### src/rtl/kd_node_ctrl.sv
// k-d tree node controller: configures/sorts its subtree and checks child split ordering on its axis.
// Optional watchdog on child handshakes: define KD_NODE_TIMEOUT_EN.
module kd_node_ctrl #(
  parameter int DIM     = 2,
  parameter int COORD_W = 16,
  parameter int DEPTH_W = 4,
  parameter int CMD_W   = 3,
  parameter int TIMEOUT = 1023,
  localparam int DATA_W = DIM * COORD_W,
  localparam int AXIS_W = (DIM > 1) ? $clog2(DIM) : 1
) (
  input  logic               clk,
  input  logic               rst,
  input  logic [CMD_W-1:0]   command_from_top,
  input  logic [CMD_W-1:0]   command_from_left,
  input  logic [CMD_W-1:0]   command_from_right,
  input  logic [DATA_W-1:0]  data_from_top,
  input  logic [DATA_W-1:0]  data_from_left,
  input  logic [DATA_W-1:0]  data_from_right,
  output logic [CMD_W-1:0]   command_to_top,
  output logic [CMD_W-1:0]   command_to_left,
  output logic [CMD_W-1:0]   command_to_right,
  output logic [DATA_W-1:0]  data_to_top,
  output logic [DATA_W-1:0]  data_to_left,
  output logic [DATA_W-1:0]  data_to_right,
  output logic [DEPTH_W-1:0] depth,
  output logic [AXIS_W-1:0]  axis,
  output logic               is_leaf,
  output logic               order_ok,
  output logic               busy
);

  localparam logic [CMD_W-1:0] NOP        = CMD_W'(0);
  localparam logic [CMD_W-1:0] CONFIG     = CMD_W'(1);
  localparam logic [CMD_W-1:0] ACK        = CMD_W'(2);
  localparam logic [CMD_W-1:0] LOAD       = CMD_W'(3);
  localparam logic [CMD_W-1:0] START_SORT = CMD_W'(4);
  localparam logic [CMD_W-1:0] SORT_DONE  = CMD_W'(5);
  localparam logic [CMD_W-1:0] ERR        = CMD_W'(6);

  typedef enum logic [1:0] {IDLE, CFG_WAIT, READY, SORT_WAIT} state_t;

  function automatic logic [AXIS_W-1:0] axis_of(input logic [DEPTH_W-1:0] d);
    return AXIS_W'(int'(d) % DIM);
  endfunction

  function automatic logic [COORD_W-1:0] coord_at(input logic [DATA_W-1:0] p,
                                                  input logic [AXIS_W-1:0] a);
    return p[int'(a)*COORD_W +: COORD_W];
  endfunction

  state_t              state_q, state_d;
  logic [CMD_W-1:0]    cmd_top_q, cmd_top_d, cmd_left_q, cmd_left_d, cmd_right_q, cmd_right_d;
  logic [DATA_W-1:0]   dat_top_q, dat_top_d, dat_left_q, dat_left_d, dat_right_q, dat_right_d;
  logic [DATA_W-1:0]   point_q, point_d;
  logic [DEPTH_W-1:0]  depth_q, depth_d;
  logic [AXIS_W-1:0]   axis_q, axis_d;
  logic                leaf_q, leaf_d, order_q, order_d;
  logic                ack_l_q, ack_l_d, ack_r_q, ack_r_d;
  logic                done_l_q, done_l_d, done_r_q, done_r_d;
  logic [COORD_W-1:0]  lco_q, lco_d, rco_q, rco_d;

  logic [DEPTH_W-1:0]  cfg_depth, cfg_max, cfg_child_depth;
  logic [DATA_W-1:0]   cfg_child_data;
  logic [COORD_W-1:0]  own_coord;
  logic                take_cfg;

  assign cfg_depth       = data_from_top[DEPTH_W-1:0];
  assign cfg_max         = data_from_top[2*DEPTH_W-1:DEPTH_W];
  assign cfg_child_depth = cfg_depth + DEPTH_W'(1);
  assign own_coord       = coord_at(point_q, axis_q);
  assign take_cfg        = (state_q == IDLE || state_q == READY) && command_from_top == CONFIG;

  always_comb begin
    cfg_child_data = '0;
    cfg_child_data[DEPTH_W-1:0]         = cfg_child_depth;
    cfg_child_data[2*DEPTH_W-1:DEPTH_W] = cfg_max;
  end

`ifdef KD_NODE_TIMEOUT_EN
  localparam int WD_W = (TIMEOUT > 1) ? $clog2(TIMEOUT + 1) : 1;
  logic [WD_W-1:0] wd_q, wd_d;
`else
  logic [31:0] unused_timeout;
  assign unused_timeout = TIMEOUT ^ 32'(ERR);
`endif

  always_comb begin
    state_d     = state_q;
    depth_d     = depth_q;
    axis_d      = axis_q;
    leaf_d      = leaf_q;
    order_d     = order_q;
    point_d     = point_q;
    ack_l_d     = ack_l_q;
    ack_r_d     = ack_r_q;
    done_l_d    = done_l_q;
    done_r_d    = done_r_q;
    lco_d       = lco_q;
    rco_d       = rco_q;
    cmd_top_d   = NOP;
    cmd_left_d  = NOP;
    cmd_right_d = NOP;
    dat_top_d   = '0;
    dat_left_d  = '0;
    dat_right_d = '0;
    case (state_q)
      CFG_WAIT: begin
        if (command_from_left == ACK)  ack_l_d = 1'b1;
        if (command_from_right == ACK) ack_r_d = 1'b1;
        if (ack_l_d && ack_r_d) begin
          cmd_top_d = ACK;
          ack_l_d   = 1'b0;
          ack_r_d   = 1'b0;
          state_d   = READY;
        end
      end
      READY: begin
        if (command_from_top == LOAD) begin
          point_d = data_from_top;
        end else if (command_from_top == START_SORT) begin
          if (leaf_q) begin
            cmd_top_d = SORT_DONE;
            dat_top_d = point_q;
            order_d   = 1'b1;
          end else begin
            cmd_left_d  = START_SORT;
            cmd_right_d = START_SORT;
            dat_left_d  = data_from_top;
            dat_right_d = data_from_top;
            state_d     = SORT_WAIT;
          end
        end
      end
      SORT_WAIT: begin
        // Only the first SORT_DONE from each child is kept.
        if (command_from_left == SORT_DONE && !done_l_q) begin
          done_l_d = 1'b1;
          lco_d    = coord_at(data_from_left, axis_q);
        end
        if (command_from_right == SORT_DONE && !done_r_q) begin
          done_r_d = 1'b1;
          rco_d    = coord_at(data_from_right, axis_q);
        end
        if (done_l_d && done_r_d) begin
          order_d   = (lco_d <= own_coord) && (rco_d >= own_coord);
          cmd_top_d = SORT_DONE;
          dat_top_d = point_q;
          done_l_d  = 1'b0;
          done_r_d  = 1'b0;
          state_d   = READY;
        end
      end
      default: ;
    endcase
    if (take_cfg) begin
      depth_d  = cfg_depth;
      axis_d   = axis_of(cfg_depth);
      leaf_d   = (cfg_depth == cfg_max);
      ack_l_d  = 1'b0;
      ack_r_d  = 1'b0;
      done_l_d = 1'b0;
      done_r_d = 1'b0;
      if (cfg_depth == cfg_max) begin
        cmd_top_d = ACK;
        state_d   = READY;
      end else begin
        cmd_left_d  = CONFIG;
        cmd_right_d = CONFIG;
        dat_left_d  = cfg_child_data;
        dat_right_d = cfg_child_data;
        state_d     = CFG_WAIT;
      end
    end
`ifdef KD_NODE_TIMEOUT_EN
    wd_d = wd_q;
    if (state_q == CFG_WAIT || state_q == SORT_WAIT) begin
      wd_d = wd_q + WD_W'(1);
      // A stalled or failing child aborts the whole wait back to IDLE.
      if (wd_q == WD_W'(TIMEOUT - 1) || command_from_left == ERR || command_from_right == ERR) begin
        cmd_top_d = ERR;
        dat_top_d = '0;
        ack_l_d   = 1'b0;
        ack_r_d   = 1'b0;
        done_l_d  = 1'b0;
        done_r_d  = 1'b0;
        state_d   = IDLE;
      end
    end
    if (state_d != state_q) wd_d = '0;
`endif
  end

  always_ff @(posedge clk) begin
    if (rst) begin
      state_q     <= IDLE;
      cmd_top_q   <= NOP;
      cmd_left_q  <= NOP;
      cmd_right_q <= NOP;
      dat_top_q   <= '0;
      dat_left_q  <= '0;
      dat_right_q <= '0;
      point_q     <= '0;
      depth_q     <= '0;
      axis_q      <= '0;
      leaf_q      <= 1'b0;
      order_q     <= 1'b0;
      ack_l_q     <= 1'b0;
      ack_r_q     <= 1'b0;
      done_l_q    <= 1'b0;
      done_r_q    <= 1'b0;
      lco_q       <= '0;
      rco_q       <= '0;
`ifdef KD_NODE_TIMEOUT_EN
      wd_q        <= '0;
`endif
    end else begin
      state_q     <= state_d;
      cmd_top_q   <= cmd_top_d;
      cmd_left_q  <= cmd_left_d;
      cmd_right_q <= cmd_right_d;
      dat_top_q   <= dat_top_d;
      dat_left_q  <= dat_left_d;
      dat_right_q <= dat_right_d;
      point_q     <= point_d;
      depth_q     <= depth_d;
      axis_q      <= axis_d;
      leaf_q      <= leaf_d;
      order_q     <= order_d;
      ack_l_q     <= ack_l_d;
      ack_r_q     <= ack_r_d;
      done_l_q    <= done_l_d;
      done_r_q    <= done_r_d;
      lco_q       <= lco_d;
      rco_q       <= rco_d;
`ifdef KD_NODE_TIMEOUT_EN
      wd_q        <= wd_d;
`endif
    end
  end

  assign command_to_top   = cmd_top_q;
  assign command_to_left  = cmd_left_q;
  assign command_to_right = cmd_right_q;
  assign data_to_top      = dat_top_q;
  assign data_to_left     = dat_left_q;
  assign data_to_right    = dat_right_q;
  assign depth            = depth_q;
  assign axis             = axis_q;
  assign is_leaf          = leaf_q;
  assign order_ok         = order_q;
  assign busy             = (state_q == CFG_WAIT) || (state_q == SORT_WAIT);

endmodule

### config.mk
export PLATFORM = sky130hd
export DESIGN_NAME = kd_node_ctrl
export DESIGN_NICKNAME = d
export VERILOG_FILES = /design/src/rtl/kd_node_ctrl.sv
export SDC_FILE = /design/constraint.sdc
export NUM_CORES = 1
export LEC_CHECK = 0
export ABC_AREA = 1
export BUFFER_PORTS_ARGS = -buffer_cell sky130_fd_sc_hd__buf_2
export CAP_MARGIN = 20
export CORE_ASPECT_RATIO = 0.6
export CORE_MARGIN = 2
export CORE_UTILIZATION = 45
export CTS_CLUSTER_DIAMETER = 100
export DETAILED_ROUTE_END_ITERATION = 7
export GPL_TIMING_DRIVEN = 0
export HOLD_SLACK_MARGIN = 0.15
export PLACE_DENSITY = 0.81
export SKIP_LAST_GASP = 1
export SYNTH_ARGS = -nofsm -noshare
export SYNTH_HDL_FRONTEND = slang
export SYNTH_SLANG_ARGS = --single-unit
### constraint.sdc
create_clock -name clk -period 5.2 [get_ports clk]
set_input_delay 0.26 -clock clk [delete_from_list [all_inputs] [get_ports clk]]
set_output_delay 0.26 -clock clk [all_outputs]
set_load 0.005 [all_outputs]
==> metrics.log, run 1 <==
INFO  metric synth_top_cell_by_area = sky130_fd_sc_hd__dfxtp_1
INFO  metric drv.max_cap_violation_count = 0
INFO  metric dr.first_iter.drc_count = 587
INFO  metric kind_of_end_point_of_the_critical_path = flip-flop
INFO  metric whs_path_depth = 3
INFO  metric synth-warning-count = 0
INFO  metric grt_overflow = 0
INFO  metric total_power = approximately 0.0028 W
INFO  metric power.switching = about 0.00076 W
INFO  metric internal_power = around 0.0020 W
INFO  metric ys_seq_area_share = a little over two fifths
INFO  metric finalSetupViolCount = 0
INFO  metric combPwrFrac = 12.5%
INFO  metric worst_slew_margin_rel = a little over half
INFO  metric top_cell_type_s_share_of_synthesized_area = a little over two fifths
INFO  metric hold_viol_final = 0
INFO  metric critical_path_buf_inv_count = 4
INFO  metric cp_slowest_stage_delay = between 400 and 500 ps
INFO  metric cp.required = around 5600 ps
INFO  metric diodes = 0
INFO  metric route.detailed.vias_per_inst = about 5
INFO  metric final.fill_count = approximately 1300
INFO  metric worst_hold_path_type = in -> reg
INFO  metric initial_core_util = 46.6%
INFO  metric layout.core_utilization = about three fifths
INFO  metric route.final.wire_length = 21.2 mm
INFO  metric rsz0062_at_grt = false
INFO  metric placement.setup.worst_slack = around 2300 ps
INFO  metric avgSynthCellArea = 7.36 µm²
INFO  metric r2r_setup_slack = roughly 2100 ps
INFO  metric design.portCount = 220
INFO  metric cts.reportedPaths.clkPinSlew = about 60 ps
INFO  metric timing.critical_path.max_delay_family = buffers and inverters
INFO  metric setup.worst_path.class = reg -> reg
INFO  metric main_flop_type_after_synthesis = sky130_fd_sc_hd__dfxtp_1
INFO  metric crit_path_cell_trace = buf_4 -> clkbuf_1 -> clkbuf_1 -> o21ai_0 -> ha_1 -> nand2_1 -> inv_1 -> nand2_1 -> nand2_1 -> nand2_1 -> nand2_1 -> nand2_1 -> nand2_1 -> nand2_1 -> nand2_1 -> a21oi_1
INFO  metric p_leak = 4.74 nW
INFO  metric port-buffer-count = between 200 and 250
INFO  metric post_synth_instance_area = between 6000 and 7000 µm²
INFO  metric cts_tree = yes
INFO  metric multi_input_area = 2990 µm²
INFO  metric die_y = 99.4 µm
INFO  metric async_reset_ff_share = 0%
INFO  metric first_global_vias = 6596
INFO  metric globalRouteTotalUtil = between 20% and 30%
INFO  metric die_area = approximately 16000 µm²
INFO  metric grt_max_degree = 17
INFO  metric sequential_cell_area = 2880 µm²
INFO  metric ys_ff_latch = 144
INFO  metric drcViolationCount = 0
INFO  metric floorplan.core_area = 14600 µm²
INFO  metric die_w = around 160 µm
INFO  metric critPathMaxFanout = 10
INFO  metric dpl.hpwl = 16.4 mm
INFO  metric synth_edf_count = 0
INFO  metric fraction_of_layout_instances_using_a_drive_strength_above_1 = 28.8%
INFO  metric max_clock_freq = about 320 MHz
INFO  metric htree_levels = 4
INFO  metric netlist_instances = about 930
INFO  metric drv_slew = 0
INFO  metric power.sequential.fraction = between 40 and 50%
INFO  metric worstSetupStartpointType = flip-flop
INFO  metric ys_types = 35
INFO  metric irDropWorstVdd = 188 µV
INFO  metric worst_ep_arrival_time = approximately 3500 ps
INFO  metric grt_pass1_wl = between 30 and 40 mm
INFO  metric power.clock.fraction = between 40 and 50%
INFO  metric tritoncts_num_sinks = 144
INFO  metric vias_after_detailed_routing = around 7000
INFO  metric worst-path-stages = 16
INFO  metric place.gp.congestion = ~0.92
INFO  metric fin_tns_setup = 0 ps
INFO  metric fp-row-count = 34
INFO  metric powerDensity = around 300 nW/µm²
INFO  metric r2r_cells = 16
INFO  metric final.setup.worst_slack = approximately 2100 ps
INFO  metric cts_root_buf = sky130_fd_sc_hd__clkbuf_16
INFO  metric most_repeated_library_cell_on_the_critical_path = sky130_fd_sc_hd__nand2_1
INFO  metric status = completed
INFO  metric actual_transition_at_the_worst_max_transition_pin = ~700 ps
INFO  metric final.min_clock_period = between 3000 and 4000 ps
INFO  metric worst_path_max_delay_cell = sky130_fd_sc_hd__dfxtp_1
INFO  metric clock_insertion_delay_worst_skew = roughly 430 ps
INFO  metric route.antenna.remaining_nets = 0
INFO  metric synth_top_cells_by_area = sky130_fd_sc_hd__dfxtp_1, sky130_fd_sc_hd__nor2_1, sky130_fd_sc_hd__nand2_1
INFO  metric wl_per_cell = ~15 µm
INFO  metric cts-buffers-inserted = 17
INFO  metric fin_skew = between 9 and 10 ps
INFO  metric final_net_count = approximately 1300
INFO  metric final_period_utilization = around three fifths
INFO  metric syn2layout_area_growth = 32.8%
INFO  metric firstDrtPassIters = 6
INFO  metric clk_path_buf_depth = 2
INFO  metric power.switching_fraction = roughly 28%
INFO  metric number_of_antenna_violations_at_the_first_check_in_global_routing = 0
## tightest hold or removal path, stage by stage
cell and delay [ps]:
sky130_fd_sc_hd__buf_2 90, sky130_fd_sc_hd__inv_1 90, sky130_fd_sc_hd__nor2_2 110
## sequential cells by signal (all words and copies together) (netlist names), 4 cells and up
name	count
depth	4
point_q	32
data_to_right	32
data_to_top	32
lco_q	16
rco_q	16
## cell usage after synthesis, types with 2 or more instances
cell / number
sky130_fd_sc_hd__o21bai_1: 2
sky130_fd_sc_hd__dfxtp_1: 144
sky130_fd_sc_hd__buf_1: 2
sky130_fd_sc_hd__o211ai_1: 3
sky130_fd_sc_hd__inv_2: 3
sky130_fd_sc_hd__nand3_1: 14
sky130_fd_sc_hd__buf_4: 42
sky130_fd_sc_hd__a31oi_1: 33
sky130_fd_sc_hd__nand4_1: 3
sky130_fd_sc_hd__ha_1: 33
sky130_fd_sc_hd__o21ai_0: 93
sky130_fd_sc_hd__nor2_2: 21
sky130_fd_sc_hd__nand2_2: 2
sky130_fd_sc_hd__inv_1: 111
sky130_fd_sc_hd__a21oi_1: 47
sky130_fd_sc_hd__nor3_2: 5
sky130_fd_sc_hd__buf_6: 4
sky130_fd_sc_hd__nor2_1: 150
sky130_fd_sc_hd__nand2_1: 144
sky130_fd_sc_hd__nor3_1: 16
sky130_fd_sc_hd__clkbuf_1: 18
sky130_fd_sc_hd__xor2_1: 6
sky130_fd_sc_hd__a2111oi_0: 2
sky130_fd_sc_hd__buf_2: 18
## routing by layer
metal	track usage, %	vias to the layer above	wire length [µm]
li1	-	3458	-
met1	37.2	3194	9810
met3	7.09	34	2160
met5	0	-	0
met4	7.01	0	351
met2	40.1	346	8850
## repair_timing
item                      in CTS  in global routing
hold endpoints to repair      39                  0
resized for setup              0                  0
buffers inserted               0                  0
hold buffers                  30                  0
## cell families (layout without fill, tap and decap cells)
family | count (synthesis) | count (layout) | synth area share (%)
AO/OA/AOI/OAI | 185 | 185 | 14.7
XOR/XNOR | 6 | 6 | 0.770
adder cells (fa/ha/maj) | 33 | 33 | 6.05
buffers and inverters | 199 | 476 | 14.1
flip-flops | 144 | 144 | 42.2
other | 1 | 2 | 0.0549
AND/OR/NAND/NOR | 359 | 359 | 22.2
## placed cells by master (no fill, tap or decap), drive strengths merged
cell type	Yosys	routed
o211ai	3	3
nor2	172	172
a21boi	1	1
o21ai	93	93
a21oi	47	47
o21bai	2	2
nand2	147	147
nand3	14	14
a31oi	33	33
o22ai	1	1
a2111oi	2	2
a21o	1	1
conb	1	2
inv	115	126
a32oi	1	1
clkbuf	18	35
bufinv	0	2
nand3b	1	1
a31o	1	1
ha	33	33
buf	66	281
clkinv	0	1
dfxtp	144	144
nor3	22	22
dlygate4sd3	0	30
xor2	6	6
clkinvlp	0	1
nand4	3	3
## worst paths after layout
| kind | start | endpoint |
|---|---|---|
| worst max-delay path | depth[0] | order_ok |
| worst min register to register | point_q[8] | data_to_top[8] |
| worst min-delay path | data_from_top[15] | data_to_right[15] |
| worst max register to register | depth[0] | order_ok |
## power groups by stage
| stage | registers (W) | clock network (W) | logic [W] |
|---|---|---|---|
| 2_1_floorplan | 0.00116 | 0 | 0.000202 |
| 3_3_place_gp | 0.00116 | 0 | 0.000312 |
| 3_5_place_dp | 0.00116 | 0 | 0.000319 |
| 4_1_cts | 0.00114 | 0.00128 | 0.000341 |
| 5_1_grt | 0.00114 | 0.00134 | 0.000390 |
| 6_report | 0.00114 | 0.00128 | 0.000347 |
## stage by stage
| step | hold WS (ps) | instances | area, µm² |
|---|---|---|---|
| after global placement | 444 | 1341 | 8150 |
| after detailed placement | 441 | 1341 | 8150 |
| after CTS | 151 | 1403 | 9060 |
| after floorplan | 372 | 928 | 6830 |
| final | 155 | 1403 | 9060 |
| after global routing | 181 | 1403 | 9060 |
## layout make-up
type                    count  share of cell area [%]
clock buffers              17                    4.69
flip-flops and latches    144                    31.8
clock inverters            15                    2.04
plain buffers              84                    5.80
inverters                 115                    4.79
well taps                 198                    2.73
repair buffers            245                    15.2
multi-input cells         585                    33.0
(Power assumes the default switching activity.)
==> run 2: changes to the inputs <==
--- a/config.mk
+++ b/config.mk
@@ -5,7 +5,7 @@
 export SDC_FILE = /design/constraint.sdc
 export NUM_CORES = 1
 export LEC_CHECK = 0
-export ABC_AREA = 1
+export ABC_AREA = 0
 export BUFFER_PORTS_ARGS = -buffer_cell sky130_fd_sc_hd__buf_2
 export CAP_MARGIN = 20
 export CORE_ASPECT_RATIO = 0.6
@@ -15,7 +15,7 @@
 export DETAILED_ROUTE_END_ITERATION = 7
 export GPL_TIMING_DRIVEN = 0
 export HOLD_SLACK_MARGIN = 0.15
-export PLACE_DENSITY = 0.81
+export PLACE_DENSITY = 0.82
 export SKIP_LAST_GASP = 1
 export SYNTH_ARGS = -nofsm -noshare
 export SYNTH_HDL_FRONTEND = slang
==> constraint.sdc (replaced) <==
create_clock -name clk -period 3.15 [get_ports clk]
set_input_delay 0.1575 -clock clk [delete_from_list [all_inputs] [get_ports clk]]
set_output_delay 0.1575 -clock clk [all_outputs]
set_load 0.005 [all_outputs]
==> run 2 against run 1 <==
  * Final cell count down 15%
  * Register-to-register slack worse by 1900 ps
  * Hold slack better by 31 ps
  * Synthesized area down 4.4%
  * Power up 56%
  * Count of clock-buffer cells in the layout unchanged
  * Flip-flop and latch count unchanged
  * Synthesized cell count down 23%
  * Via count down 15%
==> metrics.log, run 2 <==
INFO  metric status = completed
INFO  metric irDropWorstVdd = 277 µV (+48%)
INFO  metric final_period_utilization = between 90% and 100%
INFO  metric main_flop_type_after_synthesis = sky130_fd_sc_hd__dfxtp_1
INFO  metric worst_slew_margin_rel = 51.0% (-1.7 points)
INFO  metric clock_insertion_delay_worst_skew = 420 ps (about the same)
INFO  metric post-synth-top-count-cell = sky130_fd_sc_hd__dfxtp_1
INFO  metric critPathMaxFanout = 10 (unchanged)
INFO  metric globalRouteTotalUtil = 24.5% (-2.0 points)
INFO  metric dr.first_iter.drc_count = 339 (-42%)
INFO  metric rsz0062_at_grt = false
INFO  metric placement.setup.worst_slack = 83.8 ps (-2210 ps)
INFO  metric timing.critical_path.max_delay_family = simple AND/OR/NAND/NOR gates
INFO  metric floorplan.core_area = 14300 µm² (-2.0%)
INFO  metric finalSetupViolCount = 0 (unchanged)
INFO  metric netlist_instances = 715 (-23%)
INFO  metric mostFrequentLayoutCells = sky130_fd_sc_hd__buf_2, sky130_fd_sc_hd__dfxtp_1, sky130_fd_sc_hd__a21oi_1
INFO  metric cp-startpoint = command_from_left[0]
INFO  metric ys_types = 47 (+34%)
INFO  metric final_net_count = 1127 (-15%)
INFO  metric kind_of_end_point_of_the_critical_path = flip-flop
INFO  metric tritoncts_num_sinks = 144 (unchanged)
INFO  metric die_w = 159 µm (-2.2%)
INFO  metric cts_root_buf = sky130_fd_sc_hd__clkbuf_16
INFO  metric first_global_vias = 5647 (-14%)
INFO  metric avgSynthCellArea = 9.13 µm² (+24%)
INFO  metric drv_slew = 0 (unchanged)
INFO  metric dpl.hpwl = 14.4 mm (-12%)
INFO  metric hold_viol_final = 0 (unchanged)
INFO  metric ys_ff_latch = 144 (unchanged)
INFO  metric number_of_antenna_violations_at_the_first_check_in_global_routing = 0 (unchanged)
INFO  metric worstSetupStartpointType = input pin
INFO  metric port-buffer-count = 217 (+0.93%)
INFO  metric cts-buffers-inserted = 17 (unchanged)
INFO  metric post_synth_instance_area = 6530 µm² (-4.4%)
INFO  metric fp-row-count = 34 (unchanged)
INFO  metric ys_seq_area_share = 44.2% (+1.9 points)
INFO  metric die_y = 97.3 µm (-2.1%)
INFO  metric design.portCount = 220 (unchanged)
INFO  metric diodes = 0 (unchanged)
INFO  metric wl_per_cell = 15.8 µm (+4.8%)
INFO  metric powerDensity = 486 nW/µm² (+60%)
INFO  metric die_area = 15500 µm² (-4.2%)
INFO  metric route.antenna.remaining_nets = 0 (unchanged)
INFO  metric synth.cells.most_frequent = sky130_fd_sc_hd__dfxtp_1, sky130_fd_sc_hd__a21oi_1, sky130_fd_sc_hd__mux2i_1
INFO  metric p_leak = 4.34 nW (-8.5%)
INFO  metric fraction_of_layout_instances_using_a_drive_strength_above_1 = 32.6% (+3.8 points)
INFO  metric final.min_clock_period = just under 3000 ps
INFO  metric drv.max_cap_violation_count = 0 (unchanged)
INFO  metric grt_overflow = 0 (unchanged)
INFO  metric cts.reportedPaths.clkPinSlew = 70 ps (about the same)
INFO  metric worst_hold_path_type = in -> reg
INFO  metric cts_setup_buffers = 0 (unchanged)
INFO  metric setup.worst_path.class = in -> reg
INFO  metric max_clock_freq = around 340 MHz
INFO  metric crit_path_cell_trace = dlygate4sd3_1 -> buf_2 -> and4bb_2 -> clkbuf_2 -> nor2_1 -> a21oi_1 -> ha_1 -> nand2_1 -> or4_1 -> o21ai_0 -> a31oi_1 -> a2111oi_2
INFO  metric worst_path_max_delay_cell = sky130_fd_sc_hd__or4_1
INFO  metric async_reset_ff_share = 0% (unchanged)
INFO  metric synth_edf_count = 0 (unchanged)
INFO  metric htree_levels = 4 (unchanged)
INFO  metric synth_top_cell_by_area = sky130_fd_sc_hd__dfxtp_1
INFO  metric synth_top_cells_by_area = sky130_fd_sc_hd__dfxtp_1, sky130_fd_sc_hd__mux2i_1, sky130_fd_sc_hd__a21oi_1
INFO  metric route.detailed.vias_per_inst = 5.00 (-0.26%)
INFO  metric r2r_cells = 10 (-6)
INFO  metric worst-path-stages = 12 (-4)
INFO  metric clk_path_buf_depth = 2 (unchanged)
INFO  metric worst_ep_arrival_time = 3270 ps (-200 ps)
INFO  metric vias_after_detailed_routing = 5989 (-15%)
INFO  metric final.setup.worst_slack = 196 ps (-1890 ps)
INFO  metric r2r-start = done_l_q
INFO  metric route.final.wire_length = 18.9 mm (-11%)
INFO  metric holdCritStartpoint = command_from_right[0]
INFO  metric cp.required = 3470 ps (-2080 ps)
INFO  metric syn2layout_area_growth = 35.6%
INFO  metric fin_skew = 8.11 ps (-0.908 ps)
INFO  metric firstDrtPassIters = 5 (-1)
INFO  metric fin_tns_setup = 0 ps (unchanged)
INFO  metric place.gp.congestion = 0.853 (-7.5%)
INFO  metric actual_transition_at_the_worst_max_transition_pin = 729 ps (+26.9 ps)
INFO  metric top_cell_type_s_share_of_synthesized_area = 44.2% (+1.9 points)
INFO  metric cts_tree = yes
INFO  metric synth-warning-count = 0 (unchanged)
INFO  metric cp_slowest_stage_delay = 550 ps (+70 ps)
INFO  metric drcViolationCount = 0 (unchanged)
INFO  metric critical_path_buf_inv_count = 3 (-1)
INFO  metric grt_pass1_wl = 29.4 mm (-11%)
INFO  metric initial_core_util = 45.5% (-1.1 points)
INFO  metric whs_path_depth = 4 (+1)
INFO  metric grt_max_degree = 17 (unchanged)
INFO  metric layout_commonest_cell = sky130_fd_sc_hd__buf_2
run 2: cell types whose count changed after synthesis, sizes merged, moves of 16 or more:
cell / delta
nor3: -18
and3: +24
buf: -16
and2: +38
a21oi: +39
o21ai: -84
inv: -111
a31oi: -30
nor2: -93
mux2i: +82
nand2: -71
run 2: layer usage:
layer | wire length (µm) | track usage (%)
met1 | 9100 | 34.8
met2 | 8220 | 37.7
met3 | 1440 | 5.68
met4 | 195 | 5.73
met5 | 0 | 0
run 2: worst reg2reg max path, delay by kind of cell (launching register included):
family	cells	cell delay, ps
compound gates	4	900
fa+ha+maj	1	220
buf+inv	1	290
flops	1	330
simple gates	4	1100
run 2: final timing paths:
kind                                  to  slack, ps
worst min register to register   ack_r_q        480
worst max-delay path            order_ok        200
worst max register to register  order_ok        210
worst min-delay path             ack_r_q        190
run 2: timing repair:
action                                 4_1_cts  5_1_grt
setup endpoints to repair                    0        1
hold buffers                                35        0
gates resized for setup                      0       12
endpoints found under the hold margin       69        0
run 2: cells by family after synthesis:
kind of cell | share of synthesized area [%]
AOI/OAI and AO/OA | 9.51
and+or+nand+nor | 19.2
xor gates and xnor gates | 0.537
muxes | 12.9
adders and majority gates | 6.33
buffers and inverters | 7.25
other | 0.0574
DFF | 44.2
run 2: final cells by class:
cell class	instances	area [µm²]
fillers	1233	5490
multi-input cells	489	3180
flip-flops and latches	144	2880
repair buffers	252	1440
plain buffers	79	469
clock buffers	17	425
well taps	198	248
clock inverters	15	189
inverters	4	15.0
run 2: metrics by stage:
step | utilization (%) | cells | total power [W] | hold slack, ps | cell area, µm²
6_report | 61.7 | 1198 | 0.00430 | 187 | 8850
5_1_grt | 61.7 | 1198 | 0.00445 | 192 | 8850
4_1_cts | 61.6 | 1198 | 0.00432 | 180 | 8830
3_5_place_dp | 54.9 | 1131 | 0.00221 | 402 | 7870
3_3_place_gp | 54.9 | 1131 | 0.00220 | 401 | 7870
2_1_floorplan | - | 716 | 0.00206 | 251 | 6530
run 2: power by group:
| part | leakage, nW | switching (W) | internal [W] |
|---|---|---|---|
| combinational | 2.88 | 0.000197 | 0.000176 |
| sequential | 1.16 | 0.00000738 | 0.00183 |
| clock | 0.302 | 0.000879 | 0.00121 |
| total | 4.34 | 0.00108 | 0.00322 |
